## config.mk

```make
export PLATFORM = sky130hd
export DESIGN_NAME = operand_fetch_stage
export DESIGN_NICKNAME = d
export VERILOG_FILES = /design/src/rtl/operand_fetch_stage.sv
export SDC_FILE = /design/constraint.sdc
export NUM_CORES = 1
export LEC_CHECK = 0
export BUFFER_PORTS_ARGS = -buffer_cell sky130_fd_sc_hd__buf_2
export CORE_UTILIZATION = 39
export CTS_CLUSTER_SIZE = 16
export DETAILED_ROUTE_END_ITERATION = 6
export PLACE_DENSITY = 0.66
export SLEW_MARGIN = 20
export SYNTH_ARGS = -nofsm -noshare
export SYNTH_HDL_FRONTEND = slang
export SYNTH_SLANG_ARGS = --single-unit
export TNS_END_PERCENT = 10
```

## constraint.sdc

```tcl
create_clock -name clk_i -period 5.62 [get_ports clk_i]
set_input_delay 1.686 -clock clk_i [delete_from_list [all_inputs] [get_ports clk_i]]
set_output_delay 1.686 -clock clk_i [all_outputs]
set_load 0.02 [all_outputs]
```

## src/rtl/operand_fetch_stage.sv

```systemverilog
// Operand fetch stage: decodes register indices, reads operands with writeback bypass,
// detects load-use hazards and registers the instruction into the execute stage.
module operand_fetch_stage (
    input  logic        clk_i,
    input  logic        rst_i,
    input  logic        if_valid_i,
    input  logic [15:0] if_instr_i,
    input  logic [15:0] if_pc_i,
    output logic        id_ready_o,
    output logic [3:0]  rf_src1_o,
    output logic [3:0]  rf_src2_o,
    input  logic [15:0] rf_data1_i,
    input  logic [15:0] rf_data2_i,
    input  logic        wb_we_i,
    input  logic [3:0]  wb_reg_i,
    input  logic [15:0] wb_data_i,
    input  logic        ex_stall_i,
    input  logic        flush_i,
    output logic        ex_valid_o,
    output logic [3:0]  ex_opcode_o,
    output logic [3:0]  ex_rd_o,
    output logic [3:0]  ex_rs1_o,
    output logic [3:0]  ex_rs2_o,
    output logic [15:0] ex_pc_o,
    output logic [15:0] ex_op1_o,
    output logic [15:0] ex_op2_o,
    output logic [15:0] bubble_cnt_o
);

    localparam logic [3:0] OP_LW  = 4'b1000;
    localparam logic [3:0] OP_SW  = 4'b1001;
    localparam logic [3:0] OP_LLB = 4'b1010;
    localparam logic [3:0] OP_LHB = 4'b1011;

    logic        ex_valid_q,  ex_valid_d;
    logic [3:0]  ex_opcode_q, ex_opcode_d;
    logic [3:0]  ex_rd_q,     ex_rd_d;
    logic [3:0]  ex_rs1_q,    ex_rs1_d;
    logic [3:0]  ex_rs2_q,    ex_rs2_d;
    logic [15:0] ex_pc_q,     ex_pc_d;
    logic [15:0] ex_op1_q,    ex_op1_d;
    logic [15:0] ex_op2_q,    ex_op2_d;
    logic [15:0] bubble_cnt_q, bubble_cnt_d;

    logic [3:0]  opcode;
    logic [3:0]  src1;
    logic [3:0]  src2;
    logic [15:0] op1;
    logic [15:0] op2;
    logic        hazard;

    assign opcode = if_instr_i[15:12];

    // LLB/LHB read their own destination; SW reads the data register from the rd field
    assign src1 = ((opcode == OP_LLB) || (opcode == OP_LHB)) ? if_instr_i[11:8] : if_instr_i[7:4];
    assign src2 = (opcode == OP_SW) ? if_instr_i[11:8] : if_instr_i[3:0];

    assign op1 = (src1 == 4'd0) ? 16'h0000 :
                 (wb_we_i && (wb_reg_i == src1)) ? wb_data_i : rf_data1_i;
    assign op2 = (src2 == 4'd0) ? 16'h0000 :
                 (wb_we_i && (wb_reg_i == src2)) ? wb_data_i : rf_data2_i;

    assign hazard = ex_valid_q && (ex_opcode_q == OP_LW) && (ex_rd_q != 4'd0) && if_valid_i &&
                    ((ex_rd_q == src1) || (ex_rd_q == src2));

    assign id_ready_o = !ex_stall_i && !hazard;
    assign rf_src1_o  = src1;
    assign rf_src2_o  = src2;

    always_comb begin
        ex_valid_d   = ex_valid_q;
        ex_opcode_d  = ex_opcode_q;
        ex_rd_d      = ex_rd_q;
        ex_rs1_d     = ex_rs1_q;
        ex_rs2_d     = ex_rs2_q;
        ex_pc_d      = ex_pc_q;
        ex_op1_d     = ex_op1_q;
        ex_op2_d     = ex_op2_q;
        bubble_cnt_d = bubble_cnt_q;
        if (flush_i) begin
            ex_valid_d = 1'b0;
        end else if (ex_stall_i) begin
            // held operands must not go stale while a writeback lands on their source
            if (wb_we_i && (ex_rs1_q != 4'd0) && (wb_reg_i == ex_rs1_q)) ex_op1_d = wb_data_i;
            if (wb_we_i && (ex_rs2_q != 4'd0) && (wb_reg_i == ex_rs2_q)) ex_op2_d = wb_data_i;
        end else if (hazard) begin
            ex_valid_d = 1'b0;
            if (bubble_cnt_q != 16'hFFFF) bubble_cnt_d = bubble_cnt_q + 16'd1;
        end else begin
            ex_valid_d  = if_valid_i;
            ex_opcode_d = opcode;
            ex_rd_d     = if_instr_i[11:8];
            ex_rs1_d    = src1;
            ex_rs2_d    = src2;
            ex_pc_d     = if_pc_i;
            ex_op1_d    = op1;
            ex_op2_d    = op2;
        end
    end

    always_ff @(posedge clk_i) begin
        if (rst_i) begin
            ex_valid_q   <= 1'b0;
            ex_opcode_q  <= 4'd0;
            ex_rd_q      <= 4'd0;
            ex_rs1_q     <= 4'd0;
            ex_rs2_q     <= 4'd0;
            ex_pc_q      <= 16'h0000;
            ex_op1_q     <= 16'h0000;
            ex_op2_q     <= 16'h0000;
            bubble_cnt_q <= 16'h0000;
        end else begin
            ex_valid_q   <= ex_valid_d;
            ex_opcode_q  <= ex_opcode_d;
            ex_rd_q      <= ex_rd_d;
            ex_rs1_q     <= ex_rs1_d;
            ex_rs2_q     <= ex_rs2_d;
            ex_pc_q      <= ex_pc_d;
            ex_op1_q     <= ex_op1_d;
            ex_op2_q     <= ex_op2_d;
            bubble_cnt_q <= bubble_cnt_d;
        end
    end

    assign ex_valid_o   = ex_valid_q;
    assign ex_opcode_o  = ex_opcode_q;
    assign ex_rd_o      = ex_rd_q;
    assign ex_rs1_o     = ex_rs1_q;
    assign ex_rs2_o     = ex_rs2_q;
    assign ex_pc_o      = ex_pc_q;
    assign ex_op1_o     = ex_op1_q;
    assign ex_op2_o     = ex_op2_q;
    assign bubble_cnt_o = bubble_cnt_q;

endmodule

```

==> results.py <==
metrics = {
    "run_status": {
        "status": "completed",
    },
    "die": {
        "dieArea_um2": 12200,
        "design.core.area_um2": 11400,
        "die_x_um": 110,
        "die_h_um": 110,
        "num_rows": 39,
        "start_util_pct": 40.1,
        "io_pins": 180,
    },
    "clock_tree": {
        "cts.hold.buffers_added": 0,
        "postCtsSetupBuffers": 0,
        "clockBufferDepth": 2,
        "cts_sinks": 81,
        "htreeDepth": 3,
        "cts-root-buf": "clkbuf_16",
        "cts_tree": "done",
        "insertion_delay_ns": 0.34,
        "ctsResizeCount": 0,
        "clkTransAtPathRegs_ns": 0.06,
        "cts_made_buffers": 9,
    },
    "synthesis": {
        "post_synth_num_cell_types": 58,
        "yosysTopAreaCell": "dfxtp_1",
        "syn_inst": 487,
        "synth-main-ff-cell": "dfxtp_1",
        "syn_avg_cell_area_um2": 9.40,
        "synth_edf_count": 0,
        "synth.yosys.seq_area_share_pct": 35.4,
        "async_reset_ff_share_pct": 0,
        "syn-num-nets": 578,
        "synth_most_common_cell": "dfxtp_1",
        "synth_area_leaders": "dfxtp_1, a211oi_2, nand4b_1",
        "yosys.area.top_type_share_pct": 35.4,
        "synth_common_cells": "dfxtp_1, inv_1, o21ai_1",
        "syn_area_um2": 4580,
        "ys_seq_elements": 81,
        "yosys_warnings": 0,
    },
    "placed_design": {
        "dpl.hpwl_um": 9980,
        "gp_congestion": 1.02,
        "portBuffers": 179,
    },
    "sta": {
        "rsz0062_at_grt": "false",
        "finalMaxSlewViolations": 0,
        "finalCriticalPeriod_ns": 4.75,
        "finalSetupViolCount": 0,
        "max_slew_margin_pct": 29.1,
        "worst_slew_pin_slew_ns": 1.06,
        "skew_ns": 0.00603,
        "hold_ws_ns": 0.457,
        "min_period_over_period_pct": 84.4,
        "tns_ns": 0,
        "hold_violations": 0,
        "fmax_mhz": 211,
    },
    "global_route": {
        "grt_pass1_vias": 3741,
        "grt_pass1_wl_um": 19900,
        "grt_max_degree": 109,
        "grt_use_total_pct": 21.9,
        "antenna_found_initial": 0,
        "grt_overflow": 0,
    },
    "critical_path": {
        "reg2regPathDepth": 8,
        "required_ns": 3.93,
        "worst_setup_path_end_kind": "primary output",
        "cp.arrival_ns": 3.06,
        "worst_r2r_endpoint": "ex_pc_o[7]",
        "endpoint": "id_ready_o",
        "criticalPathCategory": "primary input to primary output",
        "crit_fanout": 10,
        "critPathLaunch": "if_instr_i[14]",
        "r2r_start": "ex_rd_o[2]",
        "cp-start-kind": "primary input",
        "ff2ff_setup_slack_ns": 2.73,
    },
    "routing": {
        "postRouteAntennaNets": 0,
        "wl_um": 13600,
        "viasPerCell": 5.54,
        "drc": 0,
        "routed-via-count": 4366,
        "wire_per_inst_um": 17.2,
        "first_iter_violations": 324,
        "dr.pass1.iters": 5,
    },
    "cells_and_area": {
        "finalCoreUtilization_pct": 50.6,
        "syn_to_final_growth_pct": 26.3,
        "drive_above_1_share_pct": 40.5,
        "n_antenna_cell": 0,
        "fillers": 1061,
        "fin_nets": 731,
    },
    "power_and_ir_drop": {
        "power_density_nw_per_um2": 269,
        "power.total_mw": 1.56,
        "ir_drop_mv": 0.159,
        "leakagePower_nw": 2.43,
    },
    "run": {
        "cap_violations": 0,
    },
    "worst_hold_path": {
        "hold_class": "flop to flop",
    },
}
-- logic make-up after synthesis --
logic type	Yosys count	share of synthesized area [%]
AOI/OAI and AO/OA	144	28.0
adders and majority gates	1	0.273
and+or+nand+nor	132	18.9
DFF	81	35.4
muxes	11	2.68
xor gates and xnor gates	30	5.91
buffers and inverters	88	8.80
-- power by group --
part | internal, mW | switching (mW)
clock | 0.347 | 0.249
sequential | 0.610 | 0.0228
combinational | 0.126 | 0.201
-- state kept, by name, indices dropped and copies added (netlist names) --
register / count
ex_rs2_o: 4
ex_rd_o: 4
ex_valid_o: 1
ex_rs1_o: 4
ex_opcode_o: 4
bubble_cnt_o: 16
ex_pc_o: 16
ex_op1_o: 16
ex_op2_o: 16
-- how the worst min path moves through the flow --
stage / startpoint / to / slack, ns / cells past startpoint
after floorplan: ex_op1_o[0] / ex_op1_o[0] / 0.53 / 2
after global placement: ex_op2_o[1] / ex_op2_o[1] / 0.44 / 2
after detailed placement: ex_op2_o[1] / ex_op2_o[1] / 0.45 / 2
after CTS: ex_op2_o[1] / ex_op2_o[1] / 0.46 / 2
after global routing: ex_op2_o[1] / ex_op2_o[1] / 0.47 / 2
final: ex_op2_o[10] / ex_op2_o[10] / 0.46 / 2
-- critical path: stages --
cell and delay (ns):
buf_2 0.12, nand3b_1 0.44, a22o_1 0.38, o21ai_2 0.13, and2_1 0.13, buf_2 0.17
-- through the flow --
step	instances	setup WS [ns]	instance area (µm²)
finish	788	0.874	5780
global route	788	0.783	5780
CTS	788	0.898	5770
detailed placement	772	0.898	5470
global placement	772	0.928	5470
floorplan	487	0.692	4580
-- cell type report --
type                       instances  area, µm²  share of cell area (%)
timing repair buffer             186        955                    16.5
inverter                          44        165                    2.86
clock buffer                       9        225                    3.90
multi-input combinational        318       2550                    44.2
sequential                        81       1620                    28.1
clock inverter                     7       77.6                    1.34
tap                              143        179                    3.10
-- cells in the final DEF, fill, tap and decap left out, types with 3 or more instances in the layout --
| cell | Yosys | final |
|---|---|---|
| a211oi_1 | 12 | 12 |
| a211oi_2 | 28 | 28 |
| a21oi_1 | 22 | 22 |
| a221oi_1 | 18 | 18 |
| a221oi_2 | 14 | 14 |
| and2_1 | 6 | 6 |
| buf_2 | 15 | 178 |
| buf_4 | 4 | 7 |
| clkbuf_16 | 0 | 9 |
| clkinvlp_4 | 0 | 4 |
| dfxtp_1 | 81 | 81 |
| inv_1 | 43 | 43 |
| mux2_1 | 3 | 3 |
| mux2i_1 | 5 | 5 |
| nand2_1 | 14 | 14 |
| nand2b_1 | 24 | 24 |
| nand3_1 | 7 | 7 |
| nand4_1 | 8 | 8 |
| nand4b_1 | 25 | 25 |
| nor2_1 | 9 | 8 |
| nor3_1 | 5 | 5 |
| nor4_1 | 6 | 6 |
| o21ai_1 | 31 | 31 |
| o31ai_1 | 5 | 5 |
| or3_1 | 10 | 10 |
| or4_1 | 6 | 6 |
| xnor2_1 | 16 | 16 |
| xor2_1 | 13 | 13 |
-- metal layers --
metal / track usage, % / up-vias / wire length (µm)
met5: 0 / - / 0
met4: 8.55 / 0 / 220
met3: 4.12 / 14 / 1030
met2: 36.6 / 204 / 6450
met1: 27.7 / 2037 / 5880
li1: - / 2111 / -
(Power assumes the default switching activity.)
